## src/rtl/cam_pixel_packer.sv

```systemverilog
// OV7670 DVP capture: synchronizes camera signals into clk, packs byte pairs into RGB565
// pixels and pushes a frame-start marker plus one frame of pixels into the camera FIFO.
module cam_pixel_packer #(
    parameter int unsigned FRAME_WIDTH  = 640,
    parameter int unsigned FRAME_HEIGHT = 480,
    parameter int unsigned SYNC_STAGES  = 2
) (
    input  logic        clk,
    input  logic        rst_n,
    input  logic        enable,
    input  logic        cam_pclk,
    input  logic        cam_vsync,
    input  logic        cam_href,
    input  logic [7:0]  cam_data,
    input  logic        fifo_full,
    input  logic        clear_errors,
    output logic [16:0] fifo_data,
    output logic        fifo_wr_en,
    output logic        frame_done,
    output logic        overflow,
    output logic        size_error
);

    localparam int unsigned PixW  = $clog2(FRAME_WIDTH + 2);
    localparam int unsigned LineW = $clog2(FRAME_HEIGHT + 1);
    localparam logic [PixW-1:0]  PixExact = PixW'(FRAME_WIDTH);
    localparam logic [PixW-1:0]  PixSat   = PixW'(FRAME_WIDTH + 1);
    localparam logic [LineW-1:0] LineLast = LineW'(FRAME_HEIGHT - 1);
    localparam logic [16:0]      Marker   = 17'h10000;

    typedef enum logic [1:0] {StIdle, StWaitVs, StActive, StDrop} state_e;

    // {pclk, vsync, href, data[7:0]} per stage
    logic [10:0] sync_q [SYNC_STAGES];
    logic        pclk_s, vsync_s, href_s;
    logic [7:0]  data_s;
    logic        pclk_prev_q, vsync_prev_q, href_prev_q;

    always_ff @(posedge clk or negedge rst_n) begin
        if (!rst_n) begin
            for (int i = 0; i < SYNC_STAGES; i++) sync_q[i] <= '0;
            pclk_prev_q  <= 1'b0;
            vsync_prev_q <= 1'b0;
            href_prev_q  <= 1'b0;
        end else begin
            sync_q[0] <= {cam_pclk, cam_vsync, cam_href, cam_data};
            for (int i = 1; i < SYNC_STAGES; i++) sync_q[i] <= sync_q[i-1];
            pclk_prev_q  <= pclk_s;
            vsync_prev_q <= vsync_s;
            href_prev_q  <= href_s;
        end
    end

    assign {pclk_s, vsync_s, href_s, data_s} = sync_q[SYNC_STAGES-1];

    logic sample, vsync_rise, vsync_fall, href_fall, pix_strobe;
    assign sample     = pclk_s & ~pclk_prev_q;
    assign vsync_rise = vsync_s & ~vsync_prev_q;
    assign vsync_fall = ~vsync_s & vsync_prev_q;
    assign href_fall  = ~href_s & href_prev_q;

    state_e           state_q, state_d;
    logic             phase_q, phase_d;
    logic [7:0]       byte_hi_q, byte_hi_d;
    logic [PixW-1:0]  pix_cnt_q, pix_cnt_d;
    logic [LineW-1:0] line_cnt_q, line_cnt_d;
    logic [16:0]      data_q, data_d;
    logic             wr_en_q, wr_en_d;
    logic             done_q, done_d;
    logic             overflow_q, overflow_d;
    logic             size_err_q, size_err_d;
    logic             ovf_set, size_set;

    // Second byte of a pair completes a pixel
    assign pix_strobe = sample & href_s & phase_q;

    always_comb begin
        state_d    = state_q;
        phase_d    = phase_q;
        byte_hi_d  = byte_hi_q;
        pix_cnt_d  = pix_cnt_q;
        line_cnt_d = line_cnt_q;
        data_d     = data_q;
        wr_en_d    = 1'b0;
        done_d     = 1'b0;
        ovf_set    = 1'b0;
        size_set   = 1'b0;

        if (!href_s) begin
            phase_d = 1'b0;
        end else if (sample) begin
            phase_d = ~phase_q;
            if (!phase_q) byte_hi_d = data_s;
        end

        unique case (state_q)
            StIdle: begin
                if (vsync_s) state_d = StWaitVs;
            end
            StWaitVs: begin
                if (vsync_fall) begin
                    if (!enable) begin
                        state_d = StIdle;
                    end else if (fifo_full) begin
                        ovf_set = 1'b1;
                        state_d = StDrop;
                    end else begin
                        wr_en_d    = 1'b1;
                        data_d     = Marker;
                        pix_cnt_d  = '0;
                        line_cnt_d = '0;
                        phase_d    = 1'b0;
                        state_d    = StActive;
                    end
                end
            end
            StActive: begin
                if (vsync_rise) begin
                    size_set = 1'b1;
                    state_d  = StWaitVs;
                end else if (href_fall) begin
                    if (pix_cnt_q != PixExact) size_set = 1'b1;
                    pix_cnt_d  = '0;
                    line_cnt_d = line_cnt_q + 1'b1;
                    if (line_cnt_q == LineLast) begin
                        done_d  = 1'b1;
                        state_d = StIdle;
                    end
                end else if (pix_strobe) begin
                    if (fifo_full) begin
                        ovf_set = 1'b1;
                        state_d = StDrop;
                    end else begin
                        wr_en_d = 1'b1;
                        data_d  = {1'b0, byte_hi_q, data_s};
                        if (pix_cnt_q != PixSat) pix_cnt_d = pix_cnt_q + 1'b1;
                    end
                end
            end
            StDrop: begin
                if (vsync_rise) state_d = StWaitVs;
            end
            default: state_d = StIdle;
        endcase

        // Clearing wins over a same-cycle set
        overflow_d = clear_errors ? 1'b0 : (overflow_q | ovf_set);
        size_err_d = clear_errors ? 1'b0 : (size_err_q | size_set);
    end

    always_ff @(posedge clk or negedge rst_n) begin
        if (!rst_n) begin
            state_q    <= StIdle;
            phase_q    <= 1'b0;
            byte_hi_q  <= '0;
            pix_cnt_q  <= '0;
            line_cnt_q <= '0;
            data_q     <= '0;
            wr_en_q    <= 1'b0;
            done_q     <= 1'b0;
            overflow_q <= 1'b0;
            size_err_q <= 1'b0;
        end else begin
            state_q    <= state_d;
            phase_q    <= phase_d;
            byte_hi_q  <= byte_hi_d;
            pix_cnt_q  <= pix_cnt_d;
            line_cnt_q <= line_cnt_d;
            data_q     <= data_d;
            wr_en_q    <= wr_en_d;
            done_q     <= done_d;
            overflow_q <= overflow_d;
            size_err_q <= size_err_d;
        end
    end

    assign fifo_data  = data_q;
    assign fifo_wr_en = wr_en_q;
    assign frame_done = done_q;
    assign overflow   = overflow_q;
    assign size_error = size_err_q;

endmodule

```

## config.mk

```make
export PLATFORM = sky130hd
export DESIGN_NAME = cam_pixel_packer
export DESIGN_NICKNAME = d
export VERILOG_FILES = /design/src/rtl/cam_pixel_packer.sv
export SDC_FILE = /design/constraint.sdc
export NUM_CORES = 1
export LEC_CHECK = 0
export ABC_AREA = 1
export ABC_CLOCK_PERIOD_IN_PS = 1730
export CORE_MARGIN = 4
export CORE_UTILIZATION = 50
export CTS_BUF_LIST = sky130_fd_sc_hd__clkbuf_4
export CTS_CLUSTER_SIZE = 10
export DETAILED_ROUTE_END_ITERATION = 7
export GPL_TIMING_DRIVEN = 0
export PLACE_DENSITY = 0.72
export SETUP_SLACK_MARGIN = 0.15
export SYNTH_ARGS = -nofsm -noshare
export SYNTH_HDL_FRONTEND = slang
export SYNTH_SLANG_ARGS = --single-unit
```

## constraint.sdc

```tcl
create_clock -name clk -period 1.73 [get_ports clk]
set_input_delay 0.519 -clock clk [delete_from_list [all_inputs] [get_ports clk]]
set_output_delay 0.519 -clock clk [all_outputs]
set_load 0.005 [all_outputs]
```

==> metrics.csv <==
stage,metric,value,unit
logic_synthesis,synth_seq_area_share,54.6,%
pwr,power,5.69,mW
place,port_buffers,36,
layout,n_fill_cell,544,
drt,routed_wl,7390,µm
logic_synthesis,yosysUniqueCellTypes,27,
global_routing,grt_pass1_vias,2670,
logic_synthesis,yosys.area.top_type_share,54.6,%
logic_synthesis,yosysWarnings,0,
sta,grt_setup_unrepaired,yes,
drt,wire_per_inst,13.1,µm
layout,seq_area,1900,µm²
setup_path,critical_path.max_stage_delay,0.45,ns
layout,multi_input_area,1480,µm²
pwr,p_per_area,1260,nW/µm²
drt,routed_via_density,5.02,
logic_synthesis,synthFlopType,dfrtp_1,
floorplan,initial_core_util,51.3,%
place,dp_hpwl,4710,µm
floorplan,ios,37,
logic_synthesis,synth_common_cells,"nand2_1 (124), dfrtp_1 (76), inv_1 (36)",
setup_path,crit_path_cell_trace,"inv_2, ha_4, buf_6, nand3_4, nand2_4, nor2_4, nand2_2, a21oi_4, buf_6, buf_16, nand2_1, nand2_1",
place,gp_congestion,0.842,
setup_path,end_kind,flip-flop,
drt,drcViolationCount,0,
layout,diodes,0,
logic_synthesis,synth_seq_cells,76,
setup_path,arrival,2.07,ns
global_routing,grt_overflow,0,
clocking,cts_tree,done,
floorplan,fp.dieH,91.5,µm
floorplan,rows,30,
worst_hold_path,hold_end,data_s[4],
worst_hold_path,hold_depth,0,
global_routing,grt_pass1_wl,12600,µm
drt,dr.pass1.iters,5,
logic_synthesis,yosysMostFrequentCell,nand2_1,
clocking,cts.reportedPaths.clkPinSlew,0.14,ns
clocking,clk_path_buf_depth,2,
setup_path,path_max_fanout,6,
logic_synthesis,ys_top_cells_by_area,"dfrtp_1 (55%), nand2_1 (13%), o21ai_2 (4.5%)",
sta,clock.fmax,585,MHz
logic_synthesis,synth_area_leader_cell,dfrtp_1,
logic_synthesis,mappedNetlistNets,408,
layout,utilization,66.3,%
drt,initialDrtViolationCount,138,
run_status,outcome,"complete, no violations",
sta,min_period,1.71,ns
drt,num_vias,2838,
logic_synthesis,synth_edf_count,0,
clocking,cts-root-buf,clkbuf_4,
sta,tns,0,ns
sta,clock_skew,0.0225,ns
pwr,ir_worst_vdd,752,µV
setup_path,path_class,flip-flop to flip-flop,
logic_synthesis,syn_avg_cell_area,9.07,µm²
layout,final_cell_area,4510,µm²
global_routing,globalRouteTotalUtil,18.7,%
layout,fin_nets,488,
setup_path,regToRegStartpoint,state_q[0],
clocking,clkLatencyLatePin,0.43,ns
sta,slew-limit-headroom,67.9,%
sta,worst_pin_slew,0.482,ns
floorplan,die_x,91.5,µm
setup_path,cpMaxStageDelayCell,dfrtp_2,
logic_synthesis,async_flop_share,100,%
place,place_area,3990,µm²
setup_path,rr_worst_depth,12,
clocking,htreeDepth,3,
sta,hold_viol,0,
setup_path,reg2reg_to,pix_cnt_q[0],
pwr,p_leak,2.19,nW
setup_path,cp.required,2.09,ns
clocking,cts_buffers,9,
clocking,numClockSinks,76,
global_routing,antenna_found_initial,0,
setup_path,critPathLaunchType,flip-flop,
sta,period_share,98.8,%
setup_path,ff2ff_setup_slack,0.02,ns
global_routing,grt_start_max_net_pins,55,
layout,drive_gt1_share,30.3,%
flow_run,maxCapViolCount,0,
worst_hold_path,hold_class,flip-flop to flip-flop,
layout,synthToLayoutAreaGrowth,29.4,%
sta,finalMaxSlewViolations,0,
floorplan,coreArea,6790,µm²
drt,drtAntennaViolNets,0,
sta,setup_viol_count_final,0,
worst_hold_path,hold_path_startpoint,sync_q[15],
floorplan,dieArea,8370,µm²
logic_synthesis,syn-cell-area,3480,µm²
logic_synthesis,synth_cells,384,
==> through the flow <==
stage | instances | worst slack, ns | hold slack (ns)
after detailed placement | 517 | -0.326 | 0.335
after global routing | 565 | -0.0701 | 0.377
final | 565 | 0.0206 | 0.362
after floorplan | 384 | 0.193 | 0.223
after global placement | 516 | -2.49 | 0.331
after CTS | 554 | 0.0619 | 0.366
==> what timing repair did <==
action                                  in CTS  in global routing
endpoints found under the setup margin      57                 53
hold buffers                                 1                  0
resized for setup                           78                 35
hold endpoints to repair                    22                  0
buffers inserted                            18                 10
pin swaps                                    8                  7
gates cloned                                 2                  1
==> area by class of cell <==
| cell class | count | area share (%) |
|---|---|---|
| sequential | 76 | 42.3 |
| multi-input combinational | 261 | 32.9 |
| timing repair buffer | 69 | 13.2 |
| inverter | 39 | 3.25 |
| tap | 96 | 2.67 |
| clock inverter | 7 | 2.33 |
| buffer | 8 | 1.92 |
| clock buffer | 9 | 1.50 |
==> cell families (layout without fill, tap and decap cells) <==
kind of cell,count (synthesis),count (layout),synth area share (%)
xor+xnor,3,3,0.754
fa+ha+maj,8,8,2.87
buf+inv,47,132,6.03
compound gates,37,37,7.62
flops,76,76,54.6
simple gates,205,205,25.5
mux,8,8,2.59
==> flip-flops by register name, indices dropped and copies added (netlist names) <==
name / cells
sync_q: 12
data_s: 8
pix_cnt_q: 10
fifo_wr_en: 1
overflow: 1
href_prev_q: 1
frame_done: 1
line_cnt_q: 9
size_error: 1
fifo_data: 17
state_q: 2
byte_hi_q: 8
phase_q: 1
pclk_prev_q: 1
pclk_s: 1
vsync_prev_q: 1
href_s: 1
==> power by group <==
group / switching (mW) / internal [mW] / leakage [nW]
Sequential: 0.155 / 2.00 / 0.977
Combinational: 1.13 / 1.09 / 1.12
Clock: 0.700 / 0.611 / 0.0895
Total: 1.99 / 3.70 / 2.19
==> per-layer routing <==
metal | vias to the layer above | global-route usage [%] | wire [µm]
met5 | - | 0 | 0
met1 | 1388 | 25.3 | 3400
met4 | 0 | 7.16 | 140
met2 | 50 | 29.8 | 3600
met3 | 12 | 3.73 | 248
li1 | 1388 | - | -
==> worst max-delay path by stage <==
stage	from	end	slack (ns)	cells past startpoint
after floorplan	state_q[0]	fifo_data[16]	0.19	10
after global placement	rst_n	sync_q[16]	-2.49	1
after detailed placement	fifo_full	pix_cnt_q[1]	-0.33	8
after CTS	state_q[0]	pix_cnt_q[1]	0.06	12
after global routing	state_q[0]	pix_cnt_q[4]	-0.07	12
final	state_q[0]	pix_cnt_q[0]	0.02	12
==> placed cells by master, fill, tap and decap left out, drive strengths merged <==
cell | synthesis | final
a21oi | 4 | 4
a31oi | 1 | 1
dfrtp | 76 | 76
nor3b | 2 | 2
nand2 | 134 | 134
mux2 | 8 | 8
clkdlybuf4s50 | 0 | 14
dlygate4sd3 | 0 | 1
nor3 | 8 | 8
xnor2 | 1 | 1
xor2 | 2 | 2
clkinvlp | 0 | 1
nor2 | 29 | 29
inv | 39 | 43
clkdlybuf4s15 | 0 | 1
ha | 8 | 8
o21ai | 32 | 32
buf | 6 | 43
bufinv | 0 | 2
clkbuf | 2 | 27
nand4 | 8 | 8
nand3 | 24 | 24
==> worst max-delay path: cells and delay by family, from the launching register on <==
kind            cells  cell delay, ns
compound gates      1            0.15
fa+ha+maj           1            0.15
buf+inv             4            0.45
flops               1            0.45
simple gates        6            0.43
Power figures use the tool's default switching activity.
